### config.mk
export PLATFORM = sky130hd
export DESIGN_NAME = text_console_writer_flat
export DESIGN_NICKNAME = d
export VERILOG_FILES = /design/src/rtl/text_pkg.sv /design/src/rtl/text_console_writer_if.sv /design/src/rtl/text_console_writer_cell_addr_gen.sv /design/src/rtl/text_console_writer.sv /design/src/flat_wrapper.sv
export SDC_FILE = /design/constraint.sdc
export NUM_CORES = 1
export LEC_CHECK = 0
export ABC_CLOCK_PERIOD_IN_PS = 8300
export CAP_MARGIN = 10
export CORE_ASPECT_RATIO = 0.7
export CORE_UTILIZATION = 58
export DETAILED_ROUTE_END_ITERATION = 8
export PLACE_DENSITY = 0.88
export RECOVER_POWER = 50
export SETUP_SLACK_MARGIN = 0.3
export SLEW_MARGIN = 20
export SYNTH_ARGS = -nofsm -noshare
export SYNTH_HDL_FRONTEND = slang
export SYNTH_HIERARCHICAL = 1
export SYNTH_SLANG_ARGS = --single-unit
### constraint.sdc
create_clock -name clk -period 8.3 [get_ports clk]
set_input_delay 1.66 -clock clk [delete_from_list [all_inputs] [get_ports clk]]
set_output_delay 1.66 -clock clk [all_outputs]
set_load 0.02 [all_outputs]
### src/rtl/text_pkg.sv
// Shared constants, cell layout and FSM state type for the text console writer.
package text_pkg;

    localparam int COLS       = 80;
    localparam int ROWS       = 27;
    localparam int CELL_BASE  = 1;
    localparam int NCELLS     = ROWS * COLS;
    localparam int COPY_CELLS = (ROWS - 1) * COLS;

    // During a scroll copy the bus carries the read address; a simultaneous
    // write lands SCROLL_SKEW words below it (cell k written while cell COLS+k+1 is read).
    localparam int SCROLL_SKEW = COLS + 1;

    localparam logic [15:0] FILL_COLOR = 16'hFFFF;

    localparam logic [7:0] CH_LF    = 8'h0A;
    localparam logic [7:0] CH_CR    = 8'h0D;
    localparam logic [7:0] CH_BS    = 8'h08;
    localparam logic [7:0] CH_FF    = 8'h0C;
    localparam logic [7:0] CH_SPACE = 8'h20;

    typedef struct packed {
        logic [7:0]  pad;
        logic [15:0] color;
        logic [7:0]  ch;
    } cell_t;

    typedef enum logic [1:0] {
        IDLE,
        PUT,
        SCROLL,
        CLEAR
    } state_t;

    localparam cell_t BLANK_CELL = {8'h00, FILL_COLOR, CH_SPACE};

endpackage

### src/rtl/text_console_writer_if.sv
// Character stream in, text RAM bus out. When mem_we and mem_re are both high,
// mem_addr is the read address and the write goes to mem_addr - SCROLL_SKEW.
interface text_console_writer_if;

    logic        in_valid;
    logic        in_ready;
    logic [7:0]  in_char;
    logic [15:0] in_color;
    logic        mem_we;
    logic        mem_re;
    logic [11:0] mem_addr;
    logic [31:0] mem_wdata;
    logic [31:0] mem_rdata;

    modport slave (
        input  in_valid, in_char, in_color, mem_rdata,
        output in_ready, mem_we, mem_re, mem_addr, mem_wdata
    );

    modport master (
        output in_valid, in_char, in_color, mem_rdata,
        input  in_ready, mem_we, mem_re, mem_addr, mem_wdata
    );

endinterface

### src/rtl/text_console_writer_cell_addr_gen.sv
// Cursor-to-word-address mapping plus the linear scan counter used by scroll and clear.
module cell_addr_gen
    import text_pkg::*;
(
    input  logic        clk,
    input  logic        rst,
    input  logic [4:0]  row_i,
    input  logic [6:0]  col_i,
    input  logic        scan_clr_i,
    input  logic        scan_inc_i,
    output logic [11:0] cell_addr_o,
    output logic [11:0] scan_o
);

    logic [11:0] scan_q, scan_d;

    always_comb begin
        scan_d = scan_q;
        if (scan_clr_i) begin
            scan_d = '0;
        end else if (scan_inc_i) begin
            scan_d = scan_q + 12'd1;
        end
    end

    always_ff @(posedge clk or posedge rst) begin
        if (rst) begin
            scan_q <= '0;
        end else begin
            scan_q <= scan_d;
        end
    end

    assign cell_addr_o = 12'(CELL_BASE) + 12'(row_i) * 12'(COLS) + {5'd0, col_i};
    assign scan_o      = scan_q;

endmodule

### src/rtl/text_console_writer.sv
// Accepts characters/control codes, writes cells into the text RAM, and
// handles cursor movement, scrolling and form-feed clearing.
module text_console_writer
    import text_pkg::*;
(
    input  logic                  clk,
    input  logic                  rst,
    text_console_writer_if.slave  bus,
    output logic [6:0]            cursor_col_o,
    output logic [4:0]            cursor_row_o,
    output logic                  busy_o
);

    state_t      state_q, state_d;
    logic [6:0]  col_q, col_d;
    logic [4:0]  row_q, row_d;
    logic        pend_q, pend_d;
    logic        ready_q, ready_d;
    logic        busy_q, busy_d;
    logic        we_q, we_d;
    logic        re_q, re_d;
    logic        pass_q, pass_d;
    logic [11:0] addr_q, addr_d;
    cell_t       wdata_q, wdata_d;

    logic        scan_clr, scan_inc;
    logic        scroll_out, clear_out;
    logic [11:0] cell_addr, scan, idx;

    cell_addr_gen u_addr (
        .clk         (clk),
        .rst         (rst),
        .row_i       (row_q),
        .col_i       (col_q),
        .scan_clr_i  (scan_clr),
        .scan_inc_i  (scan_inc),
        .cell_addr_o (cell_addr),
        .scan_o      (scan)
    );

    always_comb begin
        state_d    = state_q;
        col_d      = col_q;
        row_d      = row_q;
        pend_d     = pend_q;
        we_d       = 1'b0;
        re_d       = 1'b0;
        pass_d     = 1'b0;
        addr_d     = addr_q;
        wdata_d    = wdata_q;
        scan_clr   = 1'b0;
        scan_inc   = 1'b0;
        scroll_out = 1'b0;
        clear_out  = 1'b0;
        idx        = scan + 12'd1;

        case (state_q)
            IDLE: begin
                if (bus.in_valid) begin
                    case (bus.in_char)
                        CH_LF: begin
                            col_d = '0;
                            if (row_q == 5'(ROWS - 1)) begin
                                state_d    = SCROLL;
                                scan_clr   = 1'b1;
                                scroll_out = 1'b1;
                                idx        = '0;
                            end else begin
                                row_d = row_q + 5'd1;
                            end
                        end
                        CH_CR: col_d = '0;
                        CH_BS: begin
                            if (col_q != '0) begin
                                col_d   = col_q - 7'd1;
                                state_d = PUT;
                                we_d    = 1'b1;
                                addr_d  = cell_addr - 12'd1;
                                wdata_d = BLANK_CELL;
                            end
                        end
                        CH_FF: begin
                            col_d     = '0;
                            row_d     = '0;
                            state_d   = CLEAR;
                            scan_clr  = 1'b1;
                            clear_out = 1'b1;
                            idx       = '0;
                        end
                        default: begin
                            state_d = PUT;
                            we_d    = 1'b1;
                            addr_d  = cell_addr;
                            wdata_d = {8'h00, bus.in_color, bus.in_char};
                            if (col_q == 7'(COLS - 1)) begin
                                col_d = '0;
                                // Wrap off the last row: write first, scroll afterwards.
                                if (row_q == 5'(ROWS - 1)) begin
                                    pend_d = 1'b1;
                                end else begin
                                    row_d = row_q + 5'd1;
                                end
                            end else begin
                                col_d = col_q + 7'd1;
                            end
                        end
                    endcase
                end
            end
            PUT: begin
                if (pend_q) begin
                    pend_d     = 1'b0;
                    state_d    = SCROLL;
                    scan_clr   = 1'b1;
                    scroll_out = 1'b1;
                    idx        = '0;
                end else begin
                    state_d = IDLE;
                end
            end
            SCROLL: begin
                if (scan == 12'(NCELLS)) begin
                    state_d = IDLE;
                end else begin
                    scan_inc   = 1'b1;
                    scroll_out = 1'b1;
                end
            end
            CLEAR: begin
                if (scan == 12'(NCELLS - 1)) begin
                    state_d = IDLE;
                end else begin
                    scan_inc  = 1'b1;
                    clear_out = 1'b1;
                end
            end
            default: state_d = IDLE;
        endcase

        // Scroll step idx: read cell COLS+idx, write cell idx-1 (copied data, then blanks).
        if (scroll_out) begin
            re_d    = (idx < 12'(COPY_CELLS));
            we_d    = (idx != 12'd0);
            pass_d  = (idx != 12'd0) && (idx <= 12'(COPY_CELLS));
            addr_d  = re_d ? 12'(CELL_BASE + COLS) + idx : 12'(CELL_BASE) + idx - 12'd1;
            wdata_d = BLANK_CELL;
        end
        if (clear_out) begin
            we_d    = 1'b1;
            addr_d  = 12'(CELL_BASE) + idx;
            wdata_d = BLANK_CELL;
        end

        ready_d = (state_d == IDLE);
        busy_d  = (state_d == SCROLL) || (state_d == CLEAR);
    end

    always_ff @(posedge clk or posedge rst) begin
        if (rst) begin
            state_q <= IDLE;
            col_q   <= '0;
            row_q   <= '0;
            pend_q  <= 1'b0;
            ready_q <= 1'b1;
            busy_q  <= 1'b0;
            we_q    <= 1'b0;
            re_q    <= 1'b0;
            pass_q  <= 1'b0;
            addr_q  <= '0;
            wdata_q <= '0;
        end else begin
            state_q <= state_d;
            col_q   <= col_d;
            row_q   <= row_d;
            pend_q  <= pend_d;
            ready_q <= ready_d;
            busy_q  <= busy_d;
            we_q    <= we_d;
            re_q    <= re_d;
            pass_q  <= pass_d;
            addr_q  <= addr_d;
            wdata_q <= wdata_d;
        end
    end

    // Copy data arrives one cycle after its read, so it is forwarded straight to the write port.
    assign bus.mem_wdata = pass_q ? bus.mem_rdata : wdata_q;
    assign bus.in_ready  = ready_q;
    assign bus.mem_we    = we_q;
    assign bus.mem_re    = re_q;
    assign bus.mem_addr  = addr_q;
    assign cursor_col_o  = col_q;
    assign cursor_row_o  = row_q;
    assign busy_o        = busy_q;

endmodule

### src/flat_wrapper.sv
// flat-port wrapper written by rule: the top's interface ports become plain ports
module text_console_writer_flat import text_pkg::*;
  (clk, rst, cursor_col_o, cursor_row_o, busy_o, bus_in_valid, bus_in_char, bus_in_color, bus_mem_rdata, bus_in_ready, bus_mem_we, bus_mem_re, bus_mem_addr, bus_mem_wdata);
  text_console_writer_if bus_i ();
  input  logic clk;
  input  logic rst;
  output logic [6:0] cursor_col_o;
  output logic [4:0] cursor_row_o;
  output logic busy_o;
  input wire logic [$bits(bus_i.in_valid)-1:0] bus_in_valid;
  input wire logic [$bits(bus_i.in_char)-1:0] bus_in_char;
  input wire logic [$bits(bus_i.in_color)-1:0] bus_in_color;
  input wire logic [$bits(bus_i.mem_rdata)-1:0] bus_mem_rdata;
  output wire logic [$bits(bus_i.in_ready)-1:0] bus_in_ready;
  output wire logic [$bits(bus_i.mem_we)-1:0] bus_mem_we;
  output wire logic [$bits(bus_i.mem_re)-1:0] bus_mem_re;
  output wire logic [$bits(bus_i.mem_addr)-1:0] bus_mem_addr;
  output wire logic [$bits(bus_i.mem_wdata)-1:0] bus_mem_wdata;
  assign bus_i.in_valid = bus_in_valid;
  assign bus_i.in_char = bus_in_char;
  assign bus_i.in_color = bus_in_color;
  assign bus_i.mem_rdata = bus_mem_rdata;
  assign bus_in_ready = bus_i.in_ready;
  assign bus_mem_we = bus_i.mem_we;
  assign bus_mem_re = bus_i.mem_re;
  assign bus_mem_addr = bus_i.mem_addr;
  assign bus_mem_wdata = bus_i.mem_wdata;
  text_console_writer u_core (.clk(clk), .rst(rst), .bus(bus_i), .cursor_col_o(cursor_col_o), .cursor_row_o(cursor_row_o), .busy_o(busy_o));
endmodule
==> qor.txt, run 1 <==
clock buffer depth - 2
total grt overflow - 0
Crit. End Element - register
fillcell total - 698
H-tree levels - 3
TritonCTS clock tree - yes
critical path's top delay family - simple AND/OR/NAND/NOR gates
share of layout cells above drive strength 1 - 9.01%
crit path launch type - input pin
CTS Buf Count - 9
placed cells - 944
non-filler instance count after layout - 960
Worst EP arrival - 6.33 ns
DP HPWL - 13.8 mm
min Tclk post-route - 6.08 ns
Crit-path slowest cell - nand3_1
DIE AREA - 10900 sq um
root buffer cell - clkbuf_16
Initial DRC Count - 729
vias in the first global route - 5826
commonest non-fill, non-tap cells in the layout - clkdlybuf4s50_1, dfrtp_1, nor2_1
most common cell after layout, fill and taps aside - clkdlybuf4s50_1
Setup TNS Final - 0 ns
Setup Buffers After CTS - 0
GPL Wtd Cong - 0.895
status - finished with violations
drt pass-1 iters - 6
final hold viol count - 0
FF+latch count, synth - 68
Clk pin slew, worst setup/hold paths - 0.06 ns
cells along the critical path - clkdlybuf4s50_1, or4_4, nor4_4, a21oi_1, nand2b_1, nand3_1, nand3_1, o2111ai_1, a31oi_1
Rows - 30
Hold Path Class - reg -> reg
WL/cell - 19.6 um
Die Y - 87.7 um
Area Overhead vs Synth - 23.8%
DRC - 0
CTS sink cnt - 68
Initial Utilization - 61.2%
antenna-violating nets left - 0
Main synth FF type - dfrtp_1
Critical Path Max Stage Delay - 0.86 ns
I/O pins - 119
post-cts resize count - 0
Mean Syn Cell Area - 8.24 sq um
Final Core Density - 75.7%
Tcrit/Tclk final - 73.3%
CP most frequent cell - nand3_1
CP Class - in -> reg
Post-CTS Hold Buffers - 0
Yosys top cell by area - dfrtp_1
Post-synth EDFFs - 0
Multi-input gate area - 4070 sq um
Slew HR - -104%
Synth top area share - 27.6%
Core ar. - 9950 sq um
synth top area cells - dfrtp_1, xnor2_1, ha_1
net total in the final layout - 911
MaxCap Viol Count - 1
unique cell type count in the Yosys netlist - 88
first-pass GRT wire length - 29.7 mm
setup slack after layout - 2.22 ns
Synth Cell Area - 6080 sq um
fin. max-slew vios - 57
Fmax achieved - 164 MHz
initial antenna violation count - 0
Worst IR Drop VDD - 0.118 mV
FF-to-FF setup slack - 3.67 ns
clock skew - 0.00629 ns
Post-synth ARST share - 100%
Net Count, Synth - 822
worst skew pair latency - 0.33 ns
Synthesis Warnings - 6
Critical Path RT - 8.55 ns
drt total wl - 18.8 mm
crit-path max FO - 21
pwr dens - 102 nW/um^2
worst slew pin tran - 3.06 ns
count of inserted antenna diode cells - 0
RSZ-0062 raised after global routing - false
GRT Total Usage - 34.2%
Setup violations, final - 0
pre-CTS setup slack - 2.00 ns
die width - 124 um
failing checks - max-capacitance violations, max-slew violations
largest net degree at the start of global routing - 57
vias per cell - 6.64
# port buffers - 118
LEAKAGE - 2.87 nW
post-synthesis sequential area ratio - 28.0%
Reg area - 1700 sq um
vias - 6372
Mapped Cells - 738
WP buf/inv - 1
-- worst paths after layout --
path | from | end | depth (start not counted)
min | u_core/wdata_q[3] | u_core/wdata_q[3] | 2
min in group asynchronous | rst | u_core/u_addr/scan_o[0] | 2
min reg2reg | u_core/wdata_q[3] | u_core/wdata_q[3] | 2
max in group asynchronous | rst | u_core/pass_q | 3
max reg2reg | u_core/cursor_col_o[0] | u_core/bus.mem_addr[11] | 10
max | bus_in_char[5] | u_core/bus.mem_addr[11] | 9
-- report_power, final --
group / internal, mW / total (mW) / switching, mW
combinational: 0.0436 / 0.0754 / 0.0318
sequential: 0.332 / 0.332 / 0
clock: 0.211 / 0.357 / 0.146
total: 0.587 / 0.765 / 0.178
-- sequential cells by signal, indices dropped and copies added (netlist names) --
| name | cells |
|---|---|
| u_core/bus.mem_re | 1 |
| u_core/wdata_q | 24 |
| u_core/pass_q | 1 |
| u_core/cursor_row_o | 5 |
| u_core/bus.in_ready | 1 |
| u_core/bus.mem_addr | 12 |
| u_core/state_q | 2 |
| u_core/busy_o | 1 |
| u_core/cursor_col_o | 7 |
| u_core/pend_q | 1 |
| u_core/u_addr/scan_o | 12 |
| u_core/bus.mem_we | 1 |
-- cell usage after synthesis (7+ instances only) --
master	number
dfrtp_1	67
nand3_1	39
o211ai_1	10
nand4_1	17
o21ai_0	41
a21oi_1	54
a31oi_1	10
and3_1	10
xor2_1	15
clkbuf_1	22
mux2_2	25
nor2_1	62
nor4_1	12
xnor2_1	36
o31ai_1	7
inv_1	23
o22a_1	14
buf_2	17
nor3_1	23
o221ai_1	7
and2_1	14
ha_1	24
nand2_1	51
-- stage by stage --
stage / power [mW] / hold slack, ns / area, sq um
after detailed placement: 0.414 / 0.476 / 7260
after floorplan: 0.366 / 0.446 / 6080
final: 0.765 / 0.496 / 7530
after global routing: 0.785 / 0.508 / 7530
after CTS: 0.770 / 0.490 / 7540
after global placement: 0.412 / 0.473 / 7260
-- cell type report --
type / instances / share of cell area (%)
Clock buffer: 11 / 3.22
Timing Repair Buffer: 125 / 16.3
Multi-Input combinational cell: 600 / 54.1
Sequential cell: 68 / 22.6
Inverter: 23 / 1.15
Tap cell: 128 / 2.13
Clock inverter: 5 / 0.482
-- routing by layer --
metal | share of wire [%] | global-route usage [%]
met1 | 43 | 46.1
met2 | 45 | 55.5
met5 | 0 | 0
met4 | 1.4 | 8.54
met3 | 11 | 8.67
-- worst min-delay path: cells and delay by family (launching register included) --
kind | cells | cell delay (ns)
flops | 1 | 0.35
compound gates | 1 | 0.06
simple gates | 1 | 0.05
-- cells by family after synthesis --
kind of cell               synth area share [%]
and+or+nand+nor                            26.0
AOI/OAI and AO/OA                          22.4
buffers and inverters                      5.10
DFF                                        28.0
xor gates and xnor gates                   7.61
muxes                                      5.74
adders and majority gates                  5.26
No activity file was read; power rests on OpenSTA's default activity.
==> inputs of run 2 (changes only) <==
ABC_CLOCK_PERIOD_IN_PS = 5900   (was 8300)
CORE_UTILIZATION = 53   (was 58)
PLACE_DENSITY = 0.82   (was 0.88)
clock period = 5.9 ns   (was 8.3 ns; I/O delays follow)
==> qor.txt, run 2 (same netlist as run 1, synthesis figures left out) <==
reg2reg end - u_core/bus.mem_addr[10]
vias - 6364
Die Y - 91.6 um
die width - 130 um
CTS Buf Count - 9
Worst R2R Start - u_core/state_q[0]
post-cts resize count - 0
clock skew - 0.00502 ns
FF-to-FF setup slack - 1.73 ns
Critical Path RT - 6.13 ns
worst hold path depth - 1
failing checks - max-capacitance violations, max-slew violations
vias per cell - 6.45
drt pass-1 iters - 5
Initial Utilization - 54.9%
worst skew pair latency - 0.34 ns
Post-CTS Hold Buffers - 0
count of inserted antenna diode cells - 0
fin. max-slew vios - 57
final hold viol count - 0
Area Overhead vs Synth - 25.7%
Largest Register - u_core/wdata_q
GRT Total Usage - 33.4%
RSZ-0062 raised after global routing - false
vias in the first global route - 5927
first-pass GRT wire length - 30.8 mm
H-tree levels - 3
MaxCap Viol Count - 1
largest net degree at the start of global routing - 57
r2r worst-path depth - 14
Reg power frac - 38.6%
Rows - 32
Net Sw Frac - 21.3%
Worst IR Drop VDD - 0.139 mV
WL/cell - 19.7 um
Fmax achieved - 190 MHz
GPL Wtd Cong - 0.913
fillcell total - 901
pwr dens - 158 nW/um^2
most common cell after layout, fill and taps aside - clkdlybuf4s50_1
cells along the critical path - dlygate4sd3_1, or4_1, o31ai_4, and3_1, nor2_1, ha_1, o21ai_0, o21ai_0, a2111o_1, a21boi_1, nand2_2, or4_1, and3_1
Clk pin slew, worst setup/hold paths - 0.06 ns
# port buffers - 118
clock buffer depth - 2
Hold EP - u_core/wdata_q[12]
DRC - 0
power share of the combinational group - 8.7%
max reg flops - 24
Setup TNS Final - 0 ns
initial antenna violation count - 0
Hold Slack - 0.505 ns
Setup violations, final - 0
Core ar. - 11100 sq um
Hold Path Class - reg -> reg
status - finished with violations
TritonCTS clock tree - yes
Clock Power Share - 52.7%
Worst EP arrival - 5.49 ns
antenna-violating nets left - 0
Slew HR - -112%
DP HPWL - 14.3 mm
share of layout cells above drive strength 1 - 9.35%
Crit. End Element - register
min-delay src - u_core/wdata_q[12]
Setup Buffers After CTS - 0
internal power - 0.952 mW
root buffer cell - clkbuf_16
CTS sink cnt - 68
drt total wl - 19.4 mm
Crit-path slowest cell - or4_1
LEAKAGE - 2.91 nW
worst slew pin tran - 3.18 ns
Tcrit/Tclk final - 89.1%
Switch Pwr - 0.257 mW
net total in the final layout - 913
DIE AREA - 11900 sq um
Critical Path Max Stage Delay - 0.80 ns
CP Class - in -> reg
Initial DRC Count - 697
commonest non-fill, non-tap cells in the layout - clkdlybuf4s50_1, dfrtp_1, nor2_1
I/O pins - 119
total grt overflow - 0
min Tclk post-route - 5.26 ns
crit path launch type - input pin
crit-path max FO - 10
-- run 2: changes by cell type in the layout (fill, tap and decap cells not counted) --
| cell | delta |
|---|---|
| clkbuf_1 | -1 |
| clkinvlp_4 | +1 |
| or4_1 | +1 |
| buf_4 | +2 |
| bufinv_16 | +3 |
| or4_4 | -1 |
| nor3_2 | +1 |
| nor3_1 | -1 |
| clkinv_4 | -1 |
| inv_6 | -1 |
| clkinv_2 | -1 |
-- run 2: per-layer routing --
| metal | global-route usage, % | vias up | share of wire, % | wire, um |
|---|---|---|---|---|
| li1 | - | 2928 | - | - |
| met1 | 46.2 | 3058 | 43 | 8270 |
| met2 | 50.8 | 339 | 44 | 8590 |
| met3 | 9.10 | 39 | 11 | 2200 |
| met4 | 9.59 | 0 | 1.8 | 359 |
| met5 | 0 | - | 0 | 0 |
-- run 2: critical path: cells and delay by family --
kind,cells,cell delay [ns]
adders and majority gates,1,0.38
AOI/OAI and AO/OA,5,1.50
buffers and inverters,1,0.56
and+or+nand+nor,6,1.86
-- run 2: power groups by stage --
stage | Combinational [mW] | Sequential (mW) | Clock [mW]
final | 0.106 | 0.467 | 0.637
after CTS | 0.107 | 0.466 | 0.645
after global placement | 0.105 | 0.475 | 0
after global routing | 0.113 | 0.466 | 0.666
after floorplan | 0.0401 | 0.475 | 0
after detailed placement | 0.106 | 0.475 | 0
-- run 2: worst max-delay path by stage --
stage / start / endpoint / slack (ns) / cells past startpoint
6_report: bus_in_char[5] / u_core/bus.mem_addr[10] / 0.64 / 13
5_1_grt: bus_in_char[5] / u_core/bus.mem_addr[10] / 0.42 / 14
4_1_cts: bus_in_char[5] / u_core/bus.mem_addr[10] / 1.04 / 13
3_5_place_dp: bus_in_char[5] / u_core/bus.mem_addr[10] / 0.70 / 13
3_3_place_gp: bus_in_char[5] / u_core/bus.mem_addr[10] / 0.85 / 13
2_1_floorplan: bus_in_char[5] / u_core/bus.mem_addr[10] / 1.12 / 16
-- run 2: layout make-up --
| class | count | area (sq um) | area share [%] |
|---|---|---|---|
| Clock buffer | 10 | 239 | 3.12 |
| Clock inverter | 6 | 111 | 1.46 |
| Inverter | 23 | 86.3 | 1.13 |
| Multi-Input combinational cell | 600 | 4070 | 53.2 |
| Sequential cell | 68 | 1700 | 22.3 |
| Tap cell | 153 | 191 | 2.50 |
| Timing Repair Buffer | 127 | 1240 | 16.3 |
-- run 2: stage by stage --
step	setup slack, ns	util, %	area (sq um)	std cells	power (mW)
floorplan	1.12	-	6080	738	0.515
global placement	0.848	65.9	7310	971	0.579
detailed placement	0.695	65.9	7310	971	0.581
CTS	1.04	69.0	7660	987	1.22
global route	0.422	69.0	7650	987	1.25
finish	0.645	69.0	7650	987	1.21
==> inputs of run 3 (changes only) <==
SLEW_MARGIN = 40   (was 20)
==> qor.txt, run 3 (same netlist as run 1, synthesis figures left out) <==
Setup violations, final - 0
drt pass-1 iters - 5
first-pass GRT wire length - 30.9 mm
cells along the critical path - dlygate4sd3_1, or4_1, o31ai_4, and3_1, nor2_1, ha_1, o21ai_0, o21ai_0, a2111o_1, a21boi_1, nand2_2, or4_1, and3_1
fin. max-slew vios - 44
pwr dens - 153 nW/um^2
Final Core Density - 68.9%
vias in the first global route - 5972
GPL Wtd Cong - 0.913
Crit-path slowest cell - or4_1
CTS Buf Count - 9
largest net degree at the start of global routing - 57
Core ar. - 11100 sq um
WL/cell - 19.9 um
status - finished with violations
initial antenna violation count - 0
share of layout cells above drive strength 1 - 9.70%
TritonCTS clock tree - yes
worst hold path depth - 1
Reg area - 1710 sq um
CTS sink cnt - 68
vias per cell - 6.45
DIE AREA - 11900 sq um
Clk pin slew, worst setup/hold paths - 0.06 ns
Critical Path Max Stage Delay - 0.81 ns
fillcell total - 906
clock buffer depth - 2
GRT Total Usage - 33.7%
worst slew pin tran - 2.38 ns
clock skew - 0.00567 ns
Area Overhead vs Synth - 25.5%
Worst IR Drop VDD - 0.135 mV
LEAKAGE - 2.90 nW
MaxCap Viol Count - 1
reg2reg end - u_core/bus.mem_addr[8]
DRC - 0
Critical Path RT - 6.13 ns
worst skew pair latency - 0.34 ns
Initial Utilization - 54.9%
net total in the final layout - 914
Die Y - 91.6 um
drt total wl - 19.7 mm
Worst R2R Start - u_core/cursor_row_o[0]
min Tclk post-route - 5.24 ns
Pwr Total - 1.17 mW
Tcrit/Tclk final - 88.7%
die width - 130 um
Switch Pwr - 0.257 mW
FF-to-FF setup slack - 1.72 ns
vias - 6371
Hold EP - u_core/wdata_q[12]
antenna-violating nets left - 0
Setup TNS Final - 0 ns
Worst EP arrival - 5.47 ns
Setup Buffers After CTS - 0
most common cell after layout, fill and taps aside - clkdlybuf4s50_1
Clock Power Share - 50.9%
Initial DRC Count - 592
Hold Path Class - reg -> reg
DP HPWL - 14.5 mm
crit path launch type - input pin
RSZ-0062 raised after global routing - false
Largest Register - u_core/wdata_q
Fmax achieved - 191 MHz
Slew HR - -58.7%
min-delay src - u_core/wdata_q[12]
CP Class - in -> reg
critical path's top delay family - simple AND/OR/NAND/NOR gates
total grt overflow - 0
I/O pins - 119
Crit. End Element - register
power share of the combinational group - 9.1%
max reg flops - 24
# port buffers - 118
r2r worst-path depth - 15
root buffer cell - clkbuf_16
commonest non-fill, non-tap cells in the layout - clkdlybuf4s50_1, dfrtp_1, nor2_1
internal power - 0.909 mW
Post-CTS Hold Buffers - 0
WP buf/inv - 1
post-cts resize count - 0
failing checks - max-capacitance violations, max-slew violations
H-tree levels - 3
Reg power frac - 40.0%
Net Sw Frac - 22.0%
crit-path max FO - 10
count of inserted antenna diode cells - 0
Multi-input gate area - 4080 sq um
final hold viol count - 0
Rows - 32
## run 3: cell types whose count changed in the layout (fill, tap and decap cells not counted)
cell,before,now
a21oi_1,54,53
a21oi_2,0,1
bufinv_16,3,2
clkbuf_1,1,2
clkinv_2,1,2
clkinv_4,1,2
clkinvlp_4,1,0
dfrtp_1,66,64
dfrtp_2,1,3
## run 3: how the worst max path moves through the flow
stage                   startpoint                 endpoint  cells past startpoint
floorplan           bus_in_char[5]  u_core/bus.mem_addr[10]                     16
global placement    bus_in_char[5]  u_core/bus.mem_addr[10]                     13
detailed placement  bus_in_char[5]  u_core/bus.mem_addr[10]                     13
CTS                 bus_in_char[5]  u_core/bus.mem_addr[10]                     13
global route        bus_in_char[5]  u_core/bus.mem_addr[10]                     14
finish              bus_in_char[5]  u_core/bus.mem_addr[10]                     13
## run 3: cell type report
cell class / count / area share [%]
Clock inverter: 6 / 1.15
Sequential cell: 68 / 22.3
Timing Repair Buffer: 128 / 16.4
Multi-Input combinational cell: 600 / 53.4
Tap cell: 153 / 2.51
Inverter: 23 / 1.13
Clock buffer: 10 / 3.13
## run 3: through the flow
stage | hold WS (ns) | worst slack (ns) | std cells | cell area [sq um]
after floorplan | 0.446 | 1.12 | 738 | 6080
after global placement | 0.487 | 0.848 | 971 | 7310
after detailed placement | 0.490 | 0.743 | 971 | 7310
after CTS | 0.511 | 1.06 | 987 | 7640
after global routing | 0.521 | 0.468 | 988 | 7640
final | 0.510 | 0.664 | 988 | 7640
## run 3: routing by layer
metal  GRT usage [%]  vias up  share of wire [%]
met2            51.7      368                 45
li1                -     2928                  -
met1            47.3     3042                 43
met5               0        -                  0
met3            7.58       33                 11
met4            9.59        0                1.6
## run 3: worst reg2reg max path: stages, from the launching register on
cell      delay [ns]
dfrtp_1         0.47
inv_1           0.09
ha_1            0.20
nand4b_1        0.21
o211ai_1        0.18
and3_1          0.23
nor2_1          0.22
ha_1            0.49
nand2_1         0.13
nor4b_1         0.45
a211oi_1        0.17
o31ai_1         0.52
nand2_1         0.13
xnor2_1         0.19
a21oi_1         0.09
o31ai_1         0.30
## run 3: power groups by stage
stage / combinational [mW] / clock [mW] / sequential (mW)
2_1_floorplan: 0.0401 / 0 / 0.475
3_3_place_gp: 0.105 / 0 / 0.475
3_5_place_dp: 0.106 / 0 / 0.475
4_1_cts: 0.107 / 0.603 / 0.466
5_1_grt: 0.114 / 0.623 / 0.466
6_report: 0.106 / 0.594 / 0.467
